**src/rtl/ws2812_pkg.sv**
```systemverilog
// Shared types and default 12 MHz timing for the WS2812 output stage.
package ws2812_pkg;

  typedef enum logic [1:0] {
    IDLE  = 2'd0,
    HIGH  = 2'd1,
    LOW   = 2'd2,
    LATCH = 2'd3
  } state_t;

  // Default bit/latch timing in clk cycles at 12 MHz
  localparam int unsigned T0H_DEF          = 5;
  localparam int unsigned T0L_DEF          = 10;
  localparam int unsigned T1H_DEF          = 10;
  localparam int unsigned T1L_DEF          = 5;
  localparam int unsigned RESET_CYCLES_DEF = 3600;

  localparam int unsigned PIXEL_W = 24;
  localparam int unsigned IDX_W   = $clog2(PIXEL_W);

  // GRB field offsets within a pixel word
  localparam int unsigned G_LSB = 16;
  localparam int unsigned R_LSB = 8;
  localparam int unsigned B_LSB = 0;

  function automatic int unsigned max_u(input int unsigned a, input int unsigned b);
    return (a > b) ? a : b;
  endfunction

endpackage

```
**src/rtl/ws2812_bit_timer.sv**
```systemverilog
// Loadable down-counter timing the HIGH, LOW and LATCH intervals.
module ws2812_bit_timer #(
  parameter int unsigned CNT_W = 12
) (
  input  logic             clk,
  input  logic             rst_n,
  input  logic             load,
  input  logic [CNT_W-1:0] load_val,
  output logic             done_c,
  output logic             near_c
);

  logic [CNT_W-1:0] count;

  // Holds at zero once expired so done_c stays asserted until the next load
  always_ff @(posedge clk or negedge rst_n) begin
    if (!rst_n) begin
      count <= '0;
    end else if (load) begin
      count <= load_val;
    end else if (count != '0) begin
      count <= count - CNT_W'(1);
    end
  end

  assign done_c = (count == '0);
  assign near_c = (count == CNT_W'(1));

endmodule

```
**src/rtl/ws2812_serializer.sv**
```systemverilog
// WS2812 NRZ serializer: accepts 24-bit GRB words and drives the data pin.
// Define WS2812_INVERT_EN to drive an inverted pin for an inverting level shifter.
module ws2812_serializer
  import ws2812_pkg::*;
#(
  parameter int unsigned T0H          = T0H_DEF,
  parameter int unsigned T0L          = T0L_DEF,
  parameter int unsigned T1H          = T1H_DEF,
  parameter int unsigned T1L          = T1L_DEF,
  parameter int unsigned RESET_CYCLES = RESET_CYCLES_DEF
) (
  input  logic               clk,
  input  logic               rst_n,
  input  logic               in_valid,
  output logic               in_ready,
  input  logic [PIXEL_W-1:0] in_grb,
  input  logic               in_last,
  output logic               dout,
  output logic               busy,
  output logic               frame_done
);

  localparam int unsigned MAX_T = max_u(max_u(max_u(T0H, T0L), max_u(T1H, T1L)), RESET_CYCLES);
  localparam int unsigned CNT_W = $clog2(MAX_T + 1);
  localparam int unsigned MSB   = PIXEL_W - 1;

`ifdef WS2812_INVERT_EN
  localparam logic ACTIVE_LVL = 1'b0;
`else
  localparam logic ACTIVE_LVL = 1'b1;
`endif

  if (T0H == 0 || T0L == 0 || T1H == 0 || T1L == 0 || RESET_CYCLES == 0) begin : g_cfg_err
    $error("ws2812_serializer: every timing parameter must be >= 1");
  end

  state_t             state;
  logic [PIXEL_W-1:0] sr;
  logic [IDX_W-1:0]   bit_idx;
  logic               last;

  logic               accept_c;
  logic               load_c;
  logic [CNT_W-1:0]   load_val_c;
  logic               tmr_done_c;
  logic               tmr_near_c;

  function automatic logic [CNT_W-1:0] high_len(input logic b);
    return b ? CNT_W'(T1H - 1) : CNT_W'(T0H - 1);
  endfunction

  function automatic logic [CNT_W-1:0] low_len(input logic b);
    return b ? CNT_W'(T1L - 1) : CNT_W'(T0L - 1);
  endfunction

  // Timer reload at every interval boundary
  always_comb begin
    accept_c   = in_valid && in_ready;
    load_c     = 1'b0;
    load_val_c = '0;
    case (state)
      IDLE: begin
        if (accept_c) begin
          load_c     = 1'b1;
          load_val_c = high_len(in_grb[MSB]);
        end
      end
      HIGH: begin
        if (tmr_done_c) begin
          load_c     = 1'b1;
          load_val_c = low_len(sr[MSB]);
        end
      end
      LOW: begin
        if (tmr_done_c) begin
          if (bit_idx != '0) begin
            load_c     = 1'b1;
            load_val_c = high_len(sr[MSB-1]);
          end else if (last) begin
            load_c     = 1'b1;
            load_val_c = CNT_W'(RESET_CYCLES - 1);
          end else if (accept_c) begin
            load_c     = 1'b1;
            load_val_c = high_len(in_grb[MSB]);
          end
        end
      end
      default: ;
    endcase
  end

  ws2812_bit_timer #(
    .CNT_W(CNT_W)
  ) u_timer (
    .clk     (clk),
    .rst_n   (rst_n),
    .load    (load_c),
    .load_val(load_val_c),
    .done_c  (tmr_done_c),
    .near_c  (tmr_near_c)
  );

  // in_ready and frame_done are set one cycle early so they are registered
  always_ff @(posedge clk or negedge rst_n) begin
    if (!rst_n) begin
      state      <= IDLE;
      sr         <= '0;
      bit_idx    <= '0;
      last       <= 1'b0;
      dout       <= ~ACTIVE_LVL;
      in_ready   <= 1'b1;
      busy       <= 1'b0;
      frame_done <= 1'b0;
    end else begin
      frame_done <= 1'b0;
      case (state)
        IDLE: begin
          if (accept_c) begin
            sr       <= in_grb;
            last     <= in_last;
            bit_idx  <= IDX_W'(MSB);
            state    <= HIGH;
            dout     <= ACTIVE_LVL;
            in_ready <= 1'b0;
            busy     <= 1'b1;
          end
        end
        HIGH: begin
          if (tmr_done_c) begin
            state    <= LOW;
            dout     <= ~ACTIVE_LVL;
            in_ready <= (bit_idx == '0) && !last && (low_len(sr[MSB]) == '0);
          end
        end
        LOW: begin
          if (!tmr_done_c) begin
            in_ready <= (bit_idx == '0) && !last && tmr_near_c;
          end else if (bit_idx != '0) begin
            sr       <= {sr[MSB-1:0], 1'b0};
            bit_idx  <= bit_idx - IDX_W'(1);
            state    <= HIGH;
            dout     <= ACTIVE_LVL;
            in_ready <= 1'b0;
          end else if (last) begin
            state    <= LATCH;
            in_ready <= 1'b0;
            if (RESET_CYCLES == 1) frame_done <= 1'b1;
          end else if (accept_c) begin
            sr       <= in_grb;
            last     <= in_last;
            bit_idx  <= IDX_W'(MSB);
            state    <= HIGH;
            dout     <= ACTIVE_LVL;
            in_ready <= 1'b0;
          end else begin
            state    <= IDLE;
            in_ready <= 1'b1;
            busy     <= 1'b0;
          end
        end
        LATCH: begin
          if (tmr_done_c) begin
            state    <= IDLE;
            in_ready <= 1'b1;
            busy     <= 1'b0;
          end else if (tmr_near_c) begin
            frame_done <= 1'b1;
          end
        end
        default: begin
          state <= IDLE;
        end
      endcase
    end
  end

endmodule

```
**config.mk**
```make
export PLATFORM = sky130hd
export DESIGN_NAME = ws2812_serializer
export DESIGN_NICKNAME = d
export VERILOG_FILES = /design/src/rtl/ws2812_pkg.sv /design/src/rtl/ws2812_bit_timer.sv /design/src/rtl/ws2812_serializer.sv
export SDC_FILE = /design/constraint.sdc
export NUM_CORES = 1
export LEC_CHECK = 0
export ABC_AREA = 1
export CAP_MARGIN = 20
export CORE_UTILIZATION = 54
export CTS_BUF_LIST = sky130_fd_sc_hd__clkbuf_4
export DETAILED_ROUTE_END_ITERATION = 16
export GPL_ROUTABILITY_DRIVEN = 0
export PLACE_DENSITY_LB_ADDON = 0.12
export RECOVER_POWER = 100
export SLEW_MARGIN = 10
export SYNTH_ARGS = -nofsm -noshare
export SYNTH_HDL_FRONTEND = slang
export SYNTH_SLANG_ARGS = --single-unit
```
**constraint.sdc**
```tcl
create_clock -name clk -period 1.6 [get_ports clk]
set_input_delay 0.32 -clock clk [delete_from_list [all_inputs] [get_ports clk]]
set_output_delay 0.32 -clock clk [all_outputs]
set_load 0.01 [all_outputs]
```
==> metrics.yaml <==
synth_top_area_share_pct: 35.06
dp_slack_ps: -289.4
hp-class: "reg -> reg"
setup_viol: 15
clk_latency_ps: 370
tns_ps: -223.7
cap_violations: 0
wirelength_microns: 9090
avgRoutedWirePerCell_microns: 13.86
rsz0062_at_grt: "yes"
dr.pass1.iters: 5
fmax_mhz: 607.1
portBuffers: 31
synth.yosys.seq_area_share_pct: 35.84
placed_area_sq_um: 4119
die_w_microns: 80.82
slowest_delay_ps: 400
synth.most_common_cell: "nand2_1"
cp_data_required_time_ps: 1920
timing.final.hold_violations: 0
first_global_vias: 3179
final.setup.worst_slack_ps: -47.30
grt_use_total_pct: 27.29
core_sq_um: 5956
clockBufferDepth: 2
placed_cells: 629
slew_headroom_pct: 55.36
post-dp-hpwl_microns: 5545
fillers: 419
grt_pass1_wl_microns: 13970
synth_cell_type_count: 37
initialDrtViolationCount: 202
synth_commonest_cells: "nand2_1, inv_1, o21ai_0, dfrtp_1, nor2_1"
antenna_found_initial: 0
stdcell_area_sq_um: 4603
drc: 0
worstSetupEndpointType: "flip-flop"
yosys_warnings: 0
grt-ovfl-total: 0
slew_violations: 0
total_power_mw: 1.893
final_cells: 656
synth_fp_nets: 527
syn_to_final_growth_pct: 37.22
cp_common_cell: "nand2_4"
initial_core_util_pct: 56.32
violations: "setup timing"
worstReg2RegStart: "u_timer.count[1]$_DFFE_PN0P_"
period_needed_ps: 1647
status: "finished, violations left"
synthTopCellsByArea: "dfrtp_1, nand2_1, o21ai_0, inv_1, nor2_1"
vias: 3477
clkSlewWorstSetupHoldPaths_ps: 150
r2r-end: "u_timer.count[8]$_DFFE_PN0P_"
hold_start: "in_ready$_DFFE_PN1P_"
synth_edf_count: 0
die_h_microns: 80.82
synth_area_sq_um: 3354
ff2ff_path_depth: 11
crit_slowest_cell: "dfrtp_1"
die-area_sq_um: 6531
grt_max_degree: 49
finClkSkew_ps: 9.301
ant_nets: 0
antenna_cells: 0
hold_end: "in_ready$_DFFE_PN1P_"
synth-seq-cells: 48
worst-setup-path-type: "reg -> reg"
synth_ff_type: "dfrtp_1"
critPathLaunchType: "flip-flop"
worstPathArrival_ps: 1970
cts_tree: "built"
layout-drive-gt1-share_pct: 26.68
rows: 28
htree_levels: 2
synth_top_area_cell: "dfrtp_1"
worstPathMaxFanout: 6
ctsRootBufferMaster: "clkbuf_4"
min_period_over_period_pct: 103.0
cts.sinks: 48
nNetsFinal: 618
io_pins: 32
ir_drop_uv: 374.1
whs_path_depth: 2
cp_cell_sequence: "inv_2, ha_4, nand2_4, nor2_4, nand2_4, buf_8, buf_4, nand2_2, o21ai_0, o31ai_1, nor2_1"
tightest_slew_ps: 669.6
reg2reg_slack_ps: -50
synthArstFlopShare_pct: 100.0
cellPowerDensity_nw_per_um2: 411.1
vias_per_cell: 5.300
syn-instance-count: 489
cts_made_buffers: 5
p_leak_nw: 2.284
synth.avg_cell_area_sq_um: 6.860
## metal layers
metal	vias to the layer above	share of wire (%)	GRT usage, %
met1	1612	46	36.74
met5	-	0	0
met3	14	4.9	4.382
met4	0	1.4	6.607
li1	1740	-	-
met2	111	47	45.71
## logic make-up (layout without fill, tap and decap cells)
group           count (synthesis)  after routing  share of synthesized area (%)
simple gates                  241            241                          31.03
compound gates                100            101                          16.37
buf+inv                        80            171                          10.41
flops                          48             48                          35.85
fa+ha+maj                      10             10                          3.730
xor+xnor                       10             10                          2.611
## worst max-delay path: cells and delay by family (launching register included)
family                   cells  cell delay [ps]
AND/OR/NAND/NOR              5              370
AO/OA/AOI/OAI                2              310
flip-flops                   1              400
buffers and inverters        3              340
adder cells (fa/ha/maj)      1              160
## state kept, by name, indices dropped and copies added (netlist names)
signal,count
u_timer.count,12
sr,24
bit_idx,5
dout,1
last,1
state,2
busy,1
frame_done,1
in_ready,1
## final cells by class
class	instances	area, sq um	share of cell area, %
Sequential cell	48	1202	26.12
Timing Repair inverter	3	33.78	0.7339
Timing Repair Buffer	100	948.4	20.60
Tap cell	75	93.84	2.039
Clock inverter	3	18.77	0.4077
Clock buffer	5	37.54	0.8154
Multi-Input combinational cell	362	2014	43.76
Inverter	60	254.0	5.518
## power breakdown
| part | switching, mW | leakage, nW | internal [mW] |
|---|---|---|---|
| Clock | 0.416 | 0.0249 | 0.166 |
| Sequential | 0 | 0.474 | 1.21 |
| Combinational | 0.0358 | 1.78 | 0.0604 |
| Total | 0.452 | 2.28 | 1.44 |
## layout by cell type, fill, tap and decap left out, types with 3 or more instances in the layout
| cell type | n |
|---|---|
| a21oi_1 | 5 |
| a21oi_2 | 6 |
| a21oi_4 | 3 |
| buf_12 | 6 |
| buf_4 | 53 |
| buf_6 | 5 |
| clkbuf_4 | 6 |
| clkdlybuf4s50_1 | 26 |
| clkinvlp_4 | 4 |
| dfrtp_1 | 47 |
| dlygate4sd2_1 | 3 |
| ha_1 | 5 |
| ha_2 | 3 |
| inv_1 | 46 |
| inv_2 | 9 |
| nand2_1 | 140 |
| nand2_2 | 14 |
| nand2_4 | 6 |
| nand3_1 | 12 |
| nand3_2 | 3 |
| nand4_1 | 5 |
| nor2_1 | 38 |
| nor2_2 | 5 |
| nor2_4 | 7 |
| nor3_1 | 4 |
| o21ai_0 | 48 |
| o21ai_1 | 24 |
| o21ai_2 | 6 |
| o31ai_1 | 4 |
| xor2_1 | 8 |
## through the flow
stage | utilization (%) | hold WS [ps]
floorplan | - | 24.41
global placement | 69.16 | 330.5
detailed placement | 69.16 | 325.6
CTS | 72.90 | 440.1
global route | 77.29 | 543.6
finish | 77.29 | 511.1
## repair_timing
| item | CTS | global route |
|---|---|---|
| hold endpoints to repair | 47 | 0 |
| buffers inserted | 5 | 8 |
| pin swaps | 4 | 20 |
| gates resized for setup | 31 | 55 |
| gates cloned | 3 | 2 |
| setup endpoints to repair | 42 | 47 |
| hold buffers | 1 | 0 |
## how the worst max path moves through the flow
stage | cells past startpoint | from | to
finish | 11 | u_timer.count[1]$_DFFE_PN0P_ | u_timer.count[8]$_DFFE_PN0P_
floorplan | 7 | state[0]$_DFFE_PN0P_ | dout$_DFFE_PN0P_
global route | 11 | u_timer.count[1]$_DFFE_PN0P_ | in_ready$_DFFE_PN1P_
detailed placement | 10 | in_valid | sr[6]$_DFFE_PN0P_
CTS | 9 | u_timer.count[4]$_DFFE_PN0P_ | state[0]$_DFFE_PN0P_
global placement | 10 | in_valid | sr[6]$_DFFE_PN0P_
(Power assumes the default switching activity.)
